$ cat config.mk
export PLATFORM = sky130hd
export DESIGN_NAME = ring_rr_arbiter_flat
export DESIGN_NICKNAME = d
export VERILOG_FILES = /design/src/rtl/ring_rr_arbiter_if.sv /design/src/rtl/ring_rr_arbiter.sv /design/src/flat_wrapper.sv
export SDC_FILE = /design/constraint.sdc
export NUM_CORES = 1
export LEC_CHECK = 0
export ABC_AREA = 1
export CAP_MARGIN = 40
export CORE_MARGIN = 2
export CORE_UTILIZATION = 35
export CTS_CLUSTER_SIZE = 28
export DETAILED_ROUTE_END_ITERATION = 16
export DONT_BUFFER_PORTS = 1
export MAX_ROUTING_LAYER = met4
export SYNTH_ARGS = -nofsm -noshare
export SYNTH_HDL_FRONTEND = slang
export SYNTH_SLANG_ARGS = --single-unit
$ cat constraint.sdc
create_clock -name clk -period 4 [get_ports clk]
set_input_delay 0.4 -clock clk [delete_from_list [all_inputs] [get_ports clk]]
set_output_delay 0.4 -clock clk [all_outputs]
set_load 0.005 [all_outputs]
$ cat src/rtl/ring_rr_arbiter_if.sv
// Request/grant bundle between the requesting blocks (master) and the
// round-robin arbiter (slave).
interface ring_rr_arbiter_if #(
   parameter int N = 4
) ();
   localparam int OW = $clog2(N);

   logic [N-1:0]  req;
   logic          done;
   logic [N-1:0]  grant;
   logic [OW-1:0] owner;
   logic          busy;
   logic          timeout;

   modport master (output req, done, input grant, owner, busy, timeout);
   modport slave  (input req, done, output grant, owner, busy, timeout);
endinterface

$ cat src/rtl/ring_rr_arbiter.sv
// Non-preemptive round-robin arbiter with a one-hot ring priority pointer.
// Define RR_HOLD_LIMIT_EN to force release after MAX_HOLD grant cycles.
module ring_rr_arbiter #(
   parameter int N        = 4,
   parameter int MAX_HOLD = 8
) (
   input logic               clk,
   input logic               reset,
   ring_rr_arbiter_if.slave  bus
);
   localparam int OW = $clog2(N);

   typedef enum logic {
      IDLE  = 1'b0,
      GRANT = 1'b1
   } state_t;

   state_t        state_q,   state_d;
   logic [N-1:0]  grant_q,   grant_d;
   logic [N-1:0]  ptr_q,     ptr_d;
   logic [OW-1:0] owner_q,   owner_d;
   logic          busy_q,    busy_d;
   logic          timeout_q, timeout_d;

   logic [OW-1:0] ptr_idx;
   logic [OW:0]   cand;
   logic [OW-1:0] pick_idx;
   logic          pick_vld;
   logic          release_req;

`ifdef RR_HOLD_LIMIT_EN
   localparam int HW = $clog2(MAX_HOLD + 1);
   logic [HW-1:0] hold_cnt_q, hold_cnt_d;
`endif

   // Decode the one-hot pointer into an index
   always_comb begin
      ptr_idx = {OW{1'b0}};
      for (int i = 0; i < N; i++) begin
         if (ptr_q[i]) begin
            ptr_idx = OW'(i);
         end else begin
            ptr_idx = ptr_idx;
         end
      end
   end

   // Scan from the pointer upward with wrap; smallest offset wins, so walk offsets high to low
   always_comb begin
      pick_vld = 1'b0;
      pick_idx = {OW{1'b0}};
      cand     = {(OW+1){1'b0}};
      for (int k = N - 1; k >= 0; k--) begin
         cand = {1'b0, ptr_idx} + (OW+1)'(k);
         if (cand >= (OW+1)'(N)) begin
            cand = cand - (OW+1)'(N);
         end else begin
            cand = cand;
         end
         if (bus.req[cand[OW-1:0]]) begin
            pick_vld = 1'b1;
            pick_idx = cand[OW-1:0];
         end else begin
            pick_vld = pick_vld;
         end
      end
   end

   assign release_req = bus.done | ~bus.req[owner_q];

   // Next-state and output decode
   always_comb begin
      state_d   = state_q;
      grant_d   = grant_q;
      ptr_d     = ptr_q;
      owner_d   = owner_q;
      busy_d    = busy_q;
      timeout_d = 1'b0;
`ifdef RR_HOLD_LIMIT_EN
      hold_cnt_d = hold_cnt_q;
`endif
      case (state_q)
         IDLE: begin
            if (pick_vld) begin
               state_d = GRANT;
               grant_d = {{(N-1){1'b0}}, 1'b1} << pick_idx;
               owner_d = pick_idx;
               busy_d  = 1'b1;
`ifdef RR_HOLD_LIMIT_EN
               hold_cnt_d = HW'(1);
`endif
            end else begin
               state_d = IDLE;
            end
         end
         GRANT: begin
            if (release_req) begin
               state_d = IDLE;
               grant_d = {N{1'b0}};
               busy_d  = 1'b0;
               ptr_d   = {grant_q[N-2:0], grant_q[N-1]};
`ifdef RR_HOLD_LIMIT_EN
            end else if (hold_cnt_q >= HW'(MAX_HOLD)) begin
               // Forced release rotates exactly like a normal one
               state_d   = IDLE;
               grant_d   = {N{1'b0}};
               busy_d    = 1'b0;
               ptr_d     = {grant_q[N-2:0], grant_q[N-1]};
               timeout_d = 1'b1;
            end else begin
               hold_cnt_d = hold_cnt_q + HW'(1);
`else
            end else begin
               state_d = GRANT;
`endif
            end
         end
         default: begin
            state_d = IDLE;
            grant_d = {N{1'b0}};
            busy_d  = 1'b0;
            ptr_d   = {{(N-1){1'b0}}, 1'b1};
         end
      endcase
   end

   // State and output registers with synchronous reset
   always_ff @(posedge clk) begin
      if (reset) begin
         state_q   <= IDLE;
         grant_q   <= {N{1'b0}};
         ptr_q     <= {{(N-1){1'b0}}, 1'b1};
         owner_q   <= {OW{1'b0}};
         busy_q    <= 1'b0;
         timeout_q <= 1'b0;
`ifdef RR_HOLD_LIMIT_EN
         hold_cnt_q <= {HW{1'b0}};
`endif
      end else begin
         state_q   <= state_d;
         grant_q   <= grant_d;
         ptr_q     <= ptr_d;
         owner_q   <= owner_d;
         busy_q    <= busy_d;
         timeout_q <= timeout_d;
`ifdef RR_HOLD_LIMIT_EN
         hold_cnt_q <= hold_cnt_d;
`endif
      end
   end

   assign bus.grant   = grant_q;
   assign bus.owner   = owner_q;
   assign bus.busy    = busy_q;
   assign bus.timeout = timeout_q;
endmodule

$ cat src/flat_wrapper.sv
// flat-port wrapper written by rule: the top's interface ports become plain ports
module ring_rr_arbiter_flat 
#(
   parameter int N        = 4,
   parameter int MAX_HOLD = 8
)
  (clk, reset, bus_req, bus_done, bus_grant, bus_owner, bus_busy, bus_timeout);
  ring_rr_arbiter_if #(.N(N)) bus_i ();
  input logic clk;
  input logic reset;
  input wire logic [$bits(bus_i.req)-1:0] bus_req;
  input wire logic [$bits(bus_i.done)-1:0] bus_done;
  output wire logic [$bits(bus_i.grant)-1:0] bus_grant;
  output wire logic [$bits(bus_i.owner)-1:0] bus_owner;
  output wire logic [$bits(bus_i.busy)-1:0] bus_busy;
  output wire logic [$bits(bus_i.timeout)-1:0] bus_timeout;
  assign bus_i.req = bus_req;
  assign bus_i.done = bus_done;
  assign bus_grant = bus_i.grant;
  assign bus_owner = bus_i.owner;
  assign bus_busy = bus_i.busy;
  assign bus_timeout = bus_i.timeout;
  ring_rr_arbiter #(.N(N), .MAX_HOLD(MAX_HOLD)) u_core (.clk(clk), .reset(reset), .bus(bus_i));
endmodule
# Word level (Yosys, flattened, before mapping)
# Index checks and enable logic that the tools add are counted.
[word_totals] inputBits=7 out_inout_bits=8 ff_bits=12 word_cells=64
[classes] n_shift=1 n_lt_le_gt_ge=9 n_reduce_logical=3 n_mux=34 n_addsub=7 eq_ne=2 bitwise_logic=3
[ops] operator="$mux W2" count=10
[ops] operator="$lt A2 B3 Y1 const B" count=5
[ops] operator="$mux W1" count=14
[ops] operator="$bmux W1 S2" count=5
[ops] operator="$ge A3 B3 Y1 const B" count=3
[ops] operator="$mux W4" count=2
[ops] operator="$pmux W4 S2" count=1
[ops] operator="$sub A2 B1 Y2 const B" count=4
[ops] operator="$add A2 B2 Y3 const B" count=2
[ops] operator="$reduce_and A2 Y1" count=3
[ops] operator="$pmux W1 S2" count=2
[ops] operator="$shl A1 B2 Y4 const A" count=1
[ops] operator="$add A2 B1 Y3 const B" count=1
[ops] operator="$ge A2 B3 Y1 const B" count=1
[ops] operator="$ne A2 B1 Y1 const B" count=1
[ops] operator="$ne A2 B2 Y1 const B" count=1
[ops] operator="$not A1 Y1" count=2
[ops] operator="$or A1 B1 Y1" count=1

# Longest topological paths before layout
[depth] ltp_word=15 ltp_mapped=13

# Worst setup path after synthesis
# Ideal clock, no wire load.
[synth_timing] path_kind="register to register" from="reg u_core.ptr_q[1]" to="reg u_core.owner_q[0], in the netlist u_core.bus.owner[0]" t_arrival_ns=1.254 path_stages_with_launch=10 period_less_slack_ns=1.372 path_buffers=0 required_ns=3.882 setup_slack_ns=2.628 cell_sequence="dfxtp_1 -> nand2_4 -> nand2_4 -> nand2_1 -> a22oi_1 -> nand3_2 -> nand2_4 -> inv_2 -> o21ai_1 -> a21oi_1"
[synth_via] elab_chain_len=13
[synth_rtl] item="from (decl)" line="ring_rr_arbiter.sv:20" source="logic [N-1:0] ptr_q, ptr_d;"
[synth_rtl] item="from (signal assigned)" line="ring_rr_arbiter.sv:132" source="ptr_q <= {{(N-1){1'b0}}, 1'b1};"
[synth_rtl] item="from (signal assigned)" line="ring_rr_arbiter.sv:142" source="ptr_q <= ptr_d;"
[synth_rtl] item="$mux W1 *" line="ring_rr_arbiter.sv:40" source="if (ptr_q[i]) begin"
[synth_rtl] item="$mux W2 * (2 in series)" line="ring_rr_arbiter.sv:40"
[synth_rtl] item="$add A2 B2 Y3" line="ring_rr_arbiter.sv:54" source="cand = {1'b0, ptr_idx} + (OW+1)'(k);"
[synth_rtl] item="$ge A3 B3 Y1 or $sub A2 B1 Y2 (tied branches)" line="ring_rr_arbiter.sv:55, ring_rr_arbiter.sv:56"
[synth_rtl] item="$mux W2" line="ring_rr_arbiter.sv:55" source="if (cand >= (OW+1)'(N)) begin"
[synth_rtl] item="$bmux W1 S2" line="ring_rr_arbiter.sv:60" source="if (bus.req[cand[OW-1:0]]) begin"
[synth_rtl] item="$mux W1 (implied by the code)" line="ring_rr_arbiter.sv:60"
[synth_rtl] item="$mux W1 (4 in series)" line="ring_rr_arbiter.sv:60"
[synth_rtl] item="$reduce_and A2 Y1 (no line)"
[synth_rtl] item="to (signal assigned)" line="ring_rr_arbiter.sv:133" source="owner_q <= {OW{1'b0}};"
[synth_rtl] item="to (signal assigned)" line="ring_rr_arbiter.sv:143" source="owner_q <= owner_d;"
[synth_rtl] item="to (decl)" line="ring_rr_arbiter.sv:21" source="logic [OW-1:0] owner_q, owner_d;"
# Mark *: on every way between the ends. The rest lies on a longest branch, timed or not. The select of a mux whose other input is x is not followed.
# A chain may end at the register's enable or synchronous reset.

# Final worst setup path
# Same ends and word-level chain as after synthesis.

==> impl_metrics.ini <==
[floorplan]
die_width_um = 48.90
floorplan.core_area_um2 = 1922
initial_core_util_pct = 36.72
std_cell_rows = 16
fp.dieArea_um2 = 2391
boundaryPins = 15
die_y_um = 48.90

[run]
cap_violations = 0

[sta]
finalHoldViolations = 0
rsz0062_at_grt = false
final.min_clock_period_ps = 1544
fmaxAchievable_mhz = 647.9
tns_ps = 0
clock-skew-final_ps = 2.169
drv_slew = 0
final_min_period_over_clock_period_pct = 38.59
setup_viol = 0

[critical_path]
worstPathRequired_ps = 4160
crit_chain = nand2_4 -> nand2_4 -> nand2_1 -> a22oi_1 -> nand3_2 -> nand2_4 -> inv_2 -> o21ai_1 -> a21oi_1
worst_r2r_endpoint = u_core.bus.owner[0]$_SDFFE_PP0P_
arrival_ps = 1710
path_common_cell = sky130_fd_sc_hd__nand2_4
timing.reg2reg.worst_path_depth = 9
cp_slowest_cell = sky130_fd_sc_hd__dfxtp_1
r2r_slack_ps = 2460
path_max_fanout = 7
timing_worst_setup_path_type = register to register
worstReg2RegStart = u_core.ptr_q[1]$_SDFFE_PP0P_
critical-path-max-stage-delay_ps = 420
worst_setup_path_end_kind = register
timing.critical_path.from_type = register

[route]
vias_per_cell = 5.066
wl_per_cell_um = 11.14
route.final.wire_length_um = 1526
number_of_design_rule_violations_left_by_the_first_detailed_router_iteration = 20
drt-pass1-iter-count = 4
routed-via-count = 694
residual_drc_count = 0
drtAntennaViolNets = 0

[power_and_ir_drop]
power_density_nw_per_um2 = 637.5
max-vdd-ir-drop_mv = 0.2487
clk_pwr_share_pct = 15.8
power_switching_share_pct = 46.36
switchingPower_mw = 0.2241
power.combinational.fraction_pct = 49.0
power_frac_seq_pct = 35.2
power.static_leakage_nw = 0.3566
cellInternalPower_mw = 0.2593

[synthesis]
postSynthAreaPerCell_um2 = 6.595
yosysTopAreaCell = sky130_fd_sc_hd__dfxtp_1
post-synth-top-count-cell = sky130_fd_sc_hd__nand2_1
synth_edf_count = 0
post_synth_main_area_contributors = sky130_fd_sc_hd__dfxtp_1 (31%), sky130_fd_sc_hd__nand3_1 (14%), sky130_fd_sc_hd__nand2_1 (12%)
synthCells = 107
synth_top_area_share_pct = 31.21
synth-warning-count = 0
async_flop_share_pct = 0
postSynthRegisterBits = 11
synthesis.area_um2 = 705.7
synthesis.nets = 114
main_flop_type_after_synthesis = sky130_fd_sc_hd__dfxtp_1
netlist_top_cells_count = sky130_fd_sc_hd__nand2_1 (22), sky130_fd_sc_hd__nand3_1 (20), sky130_fd_sc_hd__inv_1 (12), sky130_fd_sc_hd__a21oi_1 (11), sky130_fd_sc_hd__dfxtp_1 (11)
synth.distinct_cells = 20
synth-seq-area-share_pct = 31.21

[place]
globalplace.congestion = 0.8585
hpwl_um = 1275
io_buffers = 0

[cells_and_area]
antenna_cells_inserted = 0
multi_input_comb_area_um2 = 421.7
final_util_pct = 39.45
count_of_nets_after_finishing = 118
num-fill-cells = 215
sequential_cell_area_um2 = 220.2
area_growth_pct = 7.447
layout-drive-gt1-share_pct = 16.36

[global_routing]
first_global_vias = 634
grt_max_degree = 11
grt_use_total_pct = 13.86
grt_antenna_before_repair = 0
grt_overflow = 0
grt_first_pass_wirelength_um = 2497

[cts]
cts-hold-fix-buffers = 0
tritoncts_clock_tree = yes
cts_post_setup_buffers_inserted = 0
post_cts_resize_count = 0
clockRootBuffer = sky130_fd_sc_hd__clkbuf_4
h-tree-depth = 1
path_clk_slew_ps = 70
clock_sinks = 11
max-clock-path-buffers = 2
clock_latency_of_the_later_clocked_register_in_the_worst_skew_pair_ps = 270
cts_inserted_buffers = 3

[min_path]
timing.hold.worst.start = reset
hold-path-cell-count = 1
worstHoldEndpoint = u_core.bus.grant[0]$_SDFFE_PP0P_
worstHoldPathType = input port to register

[outcome]
outcome = finished, final reports clean
[final cells by class]
class	count	area share [%]
tap	27	4.455
inverter	15	7.426
sequential	11	29.04
clock buffer	4	3.465
multi-input combinational	80	55.61
[how the worst max path moves through the flow]
stage                                             from                               end  slack, ps
after global placement    u_core.ptr_q[1]$_SDFFE_PP0P_  u_core.bus.owner[0]$_SDFFE_PP0P_       2470
after global routing      u_core.ptr_q[1]$_SDFFE_PP0P_  u_core.bus.owner[0]$_SDFFE_PP0P_       2280
after detailed placement  u_core.ptr_q[1]$_SDFFE_PP0P_  u_core.bus.owner[0]$_SDFFE_PP0P_       2480
after CTS                 u_core.ptr_q[1]$_SDFFE_PP0P_  u_core.bus.owner[0]$_SDFFE_PP0P_       2470
after floorplan           u_core.ptr_q[1]$_SDFFE_PP0P_  u_core.bus.owner[0]$_SDFFE_PP0P_       2630
final                     u_core.ptr_q[1]$_SDFFE_PP0P_  u_core.bus.owner[0]$_SDFFE_PP0P_       2460
[logic make-up after synthesis]
| kind of cell | synth area share, % |
|---|---|
| other | 0.5314 |
| buffers and inverters | 9.042 |
| flip-flops | 31.21 |
| AO/OA/AOI/OAI | 14.01 |
| AND/OR/NAND/NOR | 45.21 |
[sequential cells by signal, summed over array words and instances (netlist names)]
register	count
u_core.bus.busy	1
u_core.state_q	1
u_core.ptr_q	3
u_core.bus.grant	4
u_core.bus.owner	2
[cell usage in the layout, fill, tap and decap left out]
cell,synthesis,layout
sky130_fd_sc_hd__nand2_1,22,22
sky130_fd_sc_hd__nand3_1,20,20
sky130_fd_sc_hd__inv_1,12,12
sky130_fd_sc_hd__a21oi_1,11,11
sky130_fd_sc_hd__dfxtp_1,11,11
sky130_fd_sc_hd__nor2_1,6,6
sky130_fd_sc_hd__nand2_2,4,4
sky130_fd_sc_hd__inv_2,3,3
sky130_fd_sc_hd__nand2_4,3,3
sky130_fd_sc_hd__nand3_2,3,3
sky130_fd_sc_hd__o21ai_0,3,3
sky130_fd_sc_hd__clkbuf_4,0,3
sky130_fd_sc_hd__a22oi_1,1,1
sky130_fd_sc_hd__o21ai_2,1,1
sky130_fd_sc_hd__o21ai_1,1,1
sky130_fd_sc_hd__o211ai_1,1,1
sky130_fd_sc_hd__nand3b_1,1,1
sky130_fd_sc_hd__nor2_4,1,1
sky130_fd_sc_hd__nand4_1,1,1
sky130_fd_sc_hd__conb_1,1,1
sky130_fd_sc_hd__clkbuf_1,0,1
[metal layers]
| layer | track usage (%) | share of wire (%) | vias up |
|---|---|---|---|
| met1 | 16.70 | 46 | 304 |
| met5 | - | 0 | - |
| li1 | - | - | 363 |
| met3 | 2.454 | 6.7 | 5 |
| met4 | 8.571 | 2.5 | 0 |
| met2 | 21.46 | 45 | 22 |
[stage by stage]
stage | area, um2 | setup WS [ps] | std cells | hold slack, ps | power, mW
2_1_floorplan | 705.7 | 2628 | 107 | 462.2 | 0.3660
3_3_place_gp | 732.0 | 2471 | 133 | 470.0 | 0.4069
3_5_place_dp | 732.0 | 2481 | 133 | 472.0 | 0.4098
4_1_cts | 758.2 | 2465 | 137 | 188.0 | 0.4845
5_1_grt | 758.2 | 2283 | 137 | 172.2 | 0.5286
6_report | 758.2 | 2456 | 137 | 186.3 | 0.4834
[power groups by stage]
stage	Sequential (mW)	Clock, mW	Combinational, mW
6_report	0.170	0.0763	0.237
5_1_grt	0.175	0.0846	0.269
3_5_place_dp	0.174	0	0.236
4_1_cts	0.171	0.0765	0.237
2_1_floorplan	0.166	0	0.200
3_3_place_gp	0.173	0	0.234
[worst max-delay path: cells and delay by family (launching register included)]
kind	cells	cell delay, ps
AO/OA/AOI/OAI	3	390
buffers and inverters	1	60
flip-flops	1	420
AND/OR/NAND/NOR	5	550
No activity file was read; power rests on OpenSTA's default activity.
